### config.mk
export PLATFORM = sky130hd
export DESIGN_NAME = div_share_sched
export DESIGN_NICKNAME = d
export VERILOG_FILES = /design/src/rtl/div_share_sched.sv
export SDC_FILE = /design/constraint.sdc
export NUM_CORES = 1
export LEC_CHECK = 0
export ABC_AREA = 0
export CORE_MARGIN = 5
export CORE_UTILIZATION = 38
export DETAILED_ROUTE_END_ITERATION = 7
export PLACE_DENSITY = 0.78
export SLEW_MARGIN = 25
export SYNTH_ARGS = -nofsm -noshare
export SYNTH_HDL_FRONTEND = slang
export SYNTH_SLANG_ARGS = --single-unit
### constraint.sdc
create_clock -name clk -period 2.8 [get_ports clk]
set_input_delay 0.56 -clock clk [delete_from_list [all_inputs] [get_ports clk]]
set_output_delay 0.56 -clock clk [all_outputs]
set_load 0.01 [all_outputs]
### src/rtl/div_share_sched.sv
// Round-robin scheduler sharing one pipelined divider core between NREQ requesters.
// A tag/valid delay line tracks each issued operation so the result returns to its requester.
module div_share_sched #(
    parameter int  NREQ    = 4,
    parameter int  W       = 16,
    parameter int  DIV_LAT = 20,
    localparam int TAGW    = (NREQ > 1) ? $clog2(NREQ) : 1
) (
    input  logic              clk,
    input  logic              rst,
    input  logic [NREQ-1:0]   req_valid,
    output logic [NREQ-1:0]   req_ready,
    input  logic [NREQ*W-1:0] req_dividend,
    input  logic [NREQ*W-1:0] req_divisor,
    output logic [W-1:0]      div_dividend,
    output logic [W-1:0]      div_divisor,
    input  logic              div_rfd,
    input  logic [W-1:0]      div_quotient,
    input  logic [W-1:0]      div_remainder,
    output logic [NREQ-1:0]   rsp_valid,
    output logic [W-1:0]      rsp_quotient,
    output logic [W-1:0]      rsp_remainder,
    output logic              rsp_dbz,
    output logic              busy
);

    logic [TAGW-1:0] r_rr_ptr;
    logic [W-1:0]    r_div_dividend;
    logic [W-1:0]    r_div_divisor;
    logic [NREQ-1:0] r_rsp_valid;
    logic [W-1:0]    r_rsp_quotient;
    logic [W-1:0]    r_rsp_remainder;
    logic            r_rsp_dbz;

    // Stage 0 lines up with the core operand registers, stage DIV_LAT with the core outputs.
    logic [DIV_LAT:0] r_dl_vld;
    logic [TAGW-1:0]  r_dl_tag [0:DIV_LAT];
    logic             r_dl_dbz [0:DIV_LAT];

    logic            w_gnt_vld;
    logic [TAGW-1:0] w_gnt_idx;
    logic [TAGW:0]   w_sum;
    logic            w_accept;
    logic [NREQ-1:0] w_ready;
    logic [W-1:0]    w_op_dvd;
    logic [W-1:0]    w_op_dvs;
    logic [TAGW-1:0] w_next_ptr;
    logic [NREQ-1:0] w_rsp_onehot;

    // Round-robin search from r_rr_ptr; descending loop so the nearest valid requester wins.
    always_comb begin
        w_gnt_vld = 1'b0;
        w_gnt_idx = {TAGW{1'b0}};
        w_sum     = {(TAGW+1){1'b0}};
        for (int k = NREQ - 1; k >= 0; k--) begin
            w_sum = {1'b0, r_rr_ptr} + (TAGW+1)'(k);
            w_sum = (w_sum >= (TAGW+1)'(NREQ)) ? (w_sum - (TAGW+1)'(NREQ)) : w_sum;
            w_gnt_vld = req_valid[w_sum[TAGW-1:0]] ? 1'b1 : w_gnt_vld;
            w_gnt_idx = req_valid[w_sum[TAGW-1:0]] ? w_sum[TAGW-1:0] : w_gnt_idx;
        end
    end

    // Grant qualification and operand selection for the winning requester.
    always_comb begin
        w_accept   = w_gnt_vld & div_rfd & ~rst;
        w_ready    = {NREQ{1'b0}};
        w_op_dvd   = {W{1'b0}};
        w_op_dvs   = {W{1'b0}};
        if (w_accept) begin
            w_ready[w_gnt_idx] = 1'b1;
        end else begin
            w_ready = {NREQ{1'b0}};
        end
        for (int i = 0; i < NREQ; i++) begin
            w_op_dvd = (w_gnt_idx == TAGW'(i)) ? req_dividend[i*W +: W] : w_op_dvd;
            w_op_dvs = (w_gnt_idx == TAGW'(i)) ? req_divisor[i*W +: W]  : w_op_dvs;
        end
        w_next_ptr   = (w_gnt_idx == TAGW'(NREQ - 1)) ? {TAGW{1'b0}} : (w_gnt_idx + TAGW'(1));
        w_rsp_onehot = {{(NREQ-1){1'b0}}, 1'b1} << r_dl_tag[DIV_LAT];
    end

    // Issue registers and round-robin pointer; hold when nothing is accepted.
    always_ff @(posedge clk) begin
        if (rst) begin
            r_rr_ptr       <= {TAGW{1'b0}};
            r_div_dividend <= {W{1'b0}};
            r_div_divisor  <= {W{1'b0}};
        end else if (w_accept) begin
            r_rr_ptr       <= w_next_ptr;
            r_div_dividend <= w_op_dvd;
            r_div_divisor  <= w_op_dvs;
        end else begin
            r_rr_ptr       <= r_rr_ptr;
            r_div_dividend <= r_div_dividend;
            r_div_divisor  <= r_div_divisor;
        end
    end

    // Valid bits shift every cycle because the core pipeline never stalls.
    always_ff @(posedge clk) begin
        if (rst) begin
            r_dl_vld <= {(DIV_LAT+1){1'b0}};
        end else begin
            r_dl_vld <= {r_dl_vld[DIV_LAT-1:0], w_accept};
        end
    end

    // Tag/dbz payload travels alongside the valid bits; it is meaningless when the valid is low.
    always_ff @(posedge clk) begin
        r_dl_tag[0] <= w_gnt_idx;
        r_dl_dbz[0] <= w_accept & (w_op_dvs == {W{1'b0}});
        for (int s = 1; s <= DIV_LAT; s++) begin
            r_dl_tag[s] <= r_dl_tag[s-1];
            r_dl_dbz[s] <= r_dl_dbz[s-1];
        end
    end

    // Response stage; divide-by-zero slots override whatever the core produced.
    always_ff @(posedge clk) begin
        if (rst) begin
            r_rsp_valid     <= {NREQ{1'b0}};
            r_rsp_quotient  <= {W{1'b0}};
            r_rsp_remainder <= {W{1'b0}};
            r_rsp_dbz       <= 1'b0;
        end else if (r_dl_vld[DIV_LAT]) begin
            r_rsp_valid     <= w_rsp_onehot;
            r_rsp_quotient  <= r_dl_dbz[DIV_LAT] ? {W{1'b1}} : div_quotient;
            r_rsp_remainder <= r_dl_dbz[DIV_LAT] ? {W{1'b0}} : div_remainder;
            r_rsp_dbz       <= r_dl_dbz[DIV_LAT];
        end else begin
            r_rsp_valid     <= {NREQ{1'b0}};
            r_rsp_quotient  <= r_rsp_quotient;
            r_rsp_remainder <= r_rsp_remainder;
            r_rsp_dbz       <= r_rsp_dbz;
        end
    end

    assign req_ready     = w_ready;
    assign div_dividend  = r_div_dividend;
    assign div_divisor   = r_div_divisor;
    assign rsp_valid     = r_rsp_valid;
    assign rsp_quotient  = r_rsp_quotient;
    assign rsp_remainder = r_rsp_remainder;
    assign rsp_dbz       = r_rsp_dbz;
    assign busy          = (|r_dl_vld) | (|r_rsp_valid);

endmodule

Word-level counts from Yosys, hierarchy flattened --
Memory sizes are Yosys's and may differ from the RTL's. Index checks and enable logic that the tools add are counted.
Storage, ports and cells: flip-flop bits (word level) 92, latch bits 0, bits in writable memories 63, bits in read-only memories 0, logic and storage cells 78, memories 2
Cells by class: add/sub/neg operators 8, $mul 0, div/mod/pow operators 0, order comparisons 10, equality and inequality tests 3, shifts and indexed selects 1, mux-type cells 34, bitwise gates (word level) 6, reductions and logical operators 6
Memory list:
- r_dl_tag | words 21, bits a word 2, read ports 21, clocked after Yosys merged registers in 0, write ports 21, RTL line 37 | logic [TAGW-1:0] r_dl_tag [0:DIV_LAT];
- r_dl_dbz | words 21, bits a word 1, read ports 21, clocked after Yosys merged registers in 0, write ports 21, RTL line 38 | logic r_dl_dbz [0:DIV_LAT];
Operators with widths (count):
- two-way mux 16 bit | 10
- OR reduction 21 bit | 1
- two-way mux 2 bit | 9
- logical NOT 16 bit | 1
- less-than comparator 2 x 3 -> 1 bit, second input constant | 5
- greater-or-equal comparator 3 bit, second input constant | 3
- two-way mux 1 bit | 9
- binary-select mux 1 bit (select 2 bit) | 4
- subtractor 2 x 1 -> 2 bit, second input constant | 4
- adder 2 x 2 -> 3 bit, second input constant | 2
- equality test 2 bit, second input constant | 2
- two-way mux 4 bit | 1
- OR reduction 4 bit | 1
- left shift 1 x 2 -> 4 bit, first input constant | 1
- adder 2 x 1 -> 3 bit, second input constant | 1
- bitwise AND 1 bit | 3
- greater-or-equal comparator 2 x 3 -> 1 bit, second input constant | 1
- adder 2 x 1 -> 2 bit, second input constant | 1
- demux 1 bit (select 2 bit) | 1
- equality test 2 x 1 -> 1 bit, second input constant | 1
- greater-or-equal comparator 2 x 1 -> 1 bit, second input constant | 1
- logical NOT 2 bit | 1
- inverter 1 bit | 2
- OR reduction 2 bit | 1
- 2 further kinds | 2

Depth between registers and ports, before layout --
depth after elaboration 16, mapped depth 14, gate-level depth less buffers 11

Worst setup path after synthesis --
Ideal clock, no wire load.
path kind in2out, from input req_valid[0], to output req_ready[3], arrival time 2397 ps, setup slack -157 ps, stages on the path 9, cells stage by stage nor2b_1 > a21oi_1 > o22ai_1 > a21oi_1 > ha_1 > clkbuf_1 > buf_1 > buf_1 > and2_1
On the way: cells in the longest elaborated chain, start to end 11, elaborated cells between the ends (all ways) 24, those cells by class order compare: 2; mux: 19; bitwise: 2; reduce/logical: 1
Ends and longest elaborated chain:
- from (decl) | RTL line 11 | input logic [NREQ-1:0] req_valid,
- binary-select mux 1 bit (select 2 bit) | RTL line 59 | w_gnt_idx = req_valid[w_sum[TAGW-1:0]] ? w_sum[TAGW-1:0] : w_gnt_idx;
- two-way mux 1 bit (implied by the code) | RTL line 59
- two-way mux 2 bit (3 in series) | RTL line 59
- two-way mux 2 bit * | RTL line 59
- net w_gnt_idx[0] | RTL line 41 | logic [TAGW-1:0] w_gnt_idx;
- less-than comparator 2 x 3 -> 1 bit (implied by the code) or greater-or-equal comparator 2 x 1 -> 1 bit (tied branches) | RTL line 70 | w_ready[w_gnt_idx] = 1'b1;
- logical AND 1 bit (implied by the code) | RTL line 70
- two-way mux 1 bit (implied by the code) | RTL line 70
- demux 1 bit (select 2 bit) * | RTL line 70
- two-way mux 4 bit * | RTL line 69 | if (w_accept) begin
- to (decl) | RTL line 12 | output logic [NREQ-1:0] req_ready,
The timed path passes the listed nets; every way through them passes the cells marked *. The select of a mux whose other input is x is not followed.

Worst setup path after layout --
from input req_valid[0], to output req_ready[1]
Same word-level chain as after synthesis.

==> qor.yml <==
setup_path:
  start_kind: "primary input"
  path_depth: 10
  reg2reg_from: "r_rr_ptr[1]"
  rr_endpoint: "r_dl_dbz[0][0]"
  path_delay_family: "buffers and inverters"
  rr_worst_depth: 13
  crit_path_max_incr_delay_ps: 260
  cp_max_fo: 15
  slowest_stage: "dlygate4sd2_1"
  critical_path.startpoint: "req_valid[0]"
  crit_path_end_kind: "primary output"
  crit_arrival_ps: 2140
  crit_buf_inv: 4
  rrSetupSlack_ps: 230
  critical_path.endpoint: "req_ready[1]"
  path_class: "primary input to primary output"
  cp.required_ps: 2240
  path_cells: "dlygate4sd2_1, nor2b_1, a21oi_1, o22ai_1, a21oi_2, buf_4, ha_4, buf_12, and2_1, clkdlybuf4s15_2"
cts:
  clk_pin_slew_ps: 60
  cts_buffer_depth: 2
  cts_buffers: 17
  tritoncts: "built"
  cts.sinks: 155
  ctsHoldBuffers: 0
  clock_latency_ps: 410
  clockRootBuffer: "clkbuf_16"
  h-tree-depth: 4
sta:
  period_needed_ps: 2700
  fmax_ghz: 0.371
  setup_viol: 0
  finalSetupTns_ps: 0
  slew_violations: 0
  maxSlewHeadroom_pct: 40.2
  hold_viol_final: 0
  max_slew.worst_pin.slew_ps: 896
  finalClockSkew_ps: 5.46
  grt_setup_unrepaired: "no"
  fin_crit_sh_pct: 96.3
synth:
  synth-simple-area-share_pct: 20.4
  syn_area_per_cell_sq_um: 9.72
  yosysMostFrequentCell: "dfxtp_1"
  synth_top_family_by_area: "simple AND/OR/NAND/NOR gates"
  syn_area_sq_mm: 0.00544
  synth_edf_count: 0
  ys_async_sr_fraction_pct: 0
  ys.flop_type: "dfxtp_1"
  synthAdderAreaFrac_pct: 0.921
  muxShareOfSynthArea_pct: 0.184
  synth_seq_area_share_pct: 57.1
  synthXorXnorAreaFrac_pct: 0
  syn_inst: 559
  synth_top_area_cell: "dfxtp_1"
  synth_common_cells: "dfxtp_1 (155), nor2b_1 (64), nor2_1 (61)"
  ys_types: 39
  synth_compound_area_share_pct: 16.9
  synth.top_cell.area_share_pct: 57.1
  yosysWarnings: 0
  syn-num-nets: 730
  synth.area.top_cells: "dfxtp_1 (57%), nor2b_1 (7.4%), nor2_1 (4.2%)"
  synth_seq_cells: 155
grt:
  grt_use_total_pct: 21.2
  overflow: 0
  grt_max_degree: 92
  antenna_found_initial: 0
  grt_pass1_vias: 5302
  grt_pass1_wl_microns: 27600
place:
  gp_congestion: 0.899
  placedInstanceArea_sq_mm: 0.00814
  post-dp-hpwl_microns: 13600
  io_buffers: 240
power_and_ir_drop:
  p_leak_nw: 3.46
  ir_drop_mv: 0.430
  power_per_cell_area_mw_per_mm2: 649
die:
  fp.dieW_microns: 130
  io_pins: 241
  rows: 43
  die_height_microns: 130
  start_util_pct: 39.0
  dieArea_sq_mm: 0.0168
  core_area_sq_mm: 0.0139
drt:
  wl_per_cell_microns: 17.8
  firstDrtPassIters: 5
  vias: 5191
  ant_nets: 0
  first_iter_violations: 256
  drc: 0
  routed_wl_microns: 18000
  vias_per_cell: 5.15
hold_path:
  hp-class: "flop to flop"
finish:
  multiInputGateArea_sq_mm: 0.00221
  syn_to_final_growth_pct: 64.4
  postLayoutCellArea_sq_mm: 0.00893
  seq_area_sq_mm: 0.00310
  drive_gt1_share_pct: 12.0
  nNetsFinal: 985
  antenna_cells: 0
  fillers: 1071
run:
  cap_violations: 0
status:
  status: "finished clean"
## worst min path at each step
stage                   start              to  depth (start not counted)
2_1_floorplan  r_dl_dbz[0][0]  r_dl_dbz[0][1]                          0
3_3_place_gp   r_dl_dbz[0][1]  r_dl_dbz[0][2]                          0
3_5_place_dp   r_dl_tag[0][2]  r_dl_tag[0][4]                          0
4_1_cts        r_dl_dbz[0][2]  r_dl_dbz[0][3]                          0
5_1_grt        r_dl_dbz[1][1]  r_dl_dbz[1][2]                          0
6_report       r_dl_tag[1][5]  r_dl_tag[1][7]                          0
## worst register-to-register path, delay by kind of cell (launching register included)
family | cells | cell delay (ps)
AOI/OAI and AO/OA | 4 | 840
DFF | 1 | 320
and+or+nand+nor | 4 | 420
adders and majority gates | 1 | 170
buffers and inverters | 4 | 740
## logic make-up after synthesis
kind of cell,after synthesis
AND/OR/NAND/NOR,215
adder cells (fa/ha/maj),4
AO/OA/AOI/OAI,127
buffers and inverters,57
multiplexers,1
flip-flops,155
## cells in the final DEF (no fill, tap or decap), types with 6 or more instances in the layout
cell / n
dfxtp_1: 155
a22oi_1: 7
clkdlybuf4s50_1: 230
buf_4: 35
inv_1: 10
a211oi_1: 22
o22ai_1: 18
nor2_1: 60
a221oi_1: 19
o31ai_1: 6
nor2b_1: 62
nor3_1: 34
nand2_1: 31
a21oi_1: 33
clkbuf_16: 17
## final cells by class
cell class                      instances  share of cell area [%]
Clock buffer                           17                    4.76
Clock inverter                         15                    1.86
Inverter                               11                   0.462
Multi-Input combinational cell        348                    24.8
Sequential cell                       155                    34.7
Tap cell                              180                    2.52
Timing Repair Buffer                  281                    30.9
## sequential cells by signal (all words and copies together) (netlist names)
register / flops
r_dl_tag: 42
r_dl_dbz: 21
r_dl_vld: 21
div_dividend: 16
div_divisor: 16
rsp_quotient: 16
rsp_remainder: 16
rsp_valid: 4
r_rr_ptr: 2
rsp_dbz: 1
## power breakdown
group	switching [mW]	leakage (nW)	internal, mW	total [mW]
clock	0.904	0.280	1.33	2.23
sequential	0.0590	1.27	2.35	2.41
combinational	0.512	1.91	0.642	1.15
## per-layer routing
metal / share of wire, % / track usage (%) / vias up
met1: 39 / 24.2 / 2366
met4: 4.2 / 10.3 / 0
met3: 10 / 8.57 / 55
met5: 0 / 0 / -
met2: 46 / 34.5 / 278
li1: - / - / 2492
## what timing repair did
item,CTS,global route
cloned,2,0
resized for setup,36,2
endpoints found under the setup margin,6,5
hold endpoints to repair,0,0
setup buffers,5,1
pin swaps,9,1
## metrics by stage
| step | hold WS (ps) | utilization, % | std cells | power [mW] | setup WS, ps |
|---|---|---|---|---|---|
| 2_1_floorplan | 310 | - | 559 | 2.94 | 36.1 |
| 3_3_place_gp | 310 | 58.4 | 967 | 3.50 | -459 |
| 6_report | 323 | 64.1 | 1007 | 5.80 | 102 |
| 4_1_cts | 324 | 64.0 | 1006 | 5.85 | 9.79 |
| 3_5_place_dp | 312 | 58.4 | 967 | 3.52 | -553 |
| 5_1_grt | 329 | 64.1 | 1007 | 6.07 | 15.6 |
Note: power is estimated with default switching activity, not from simulation.
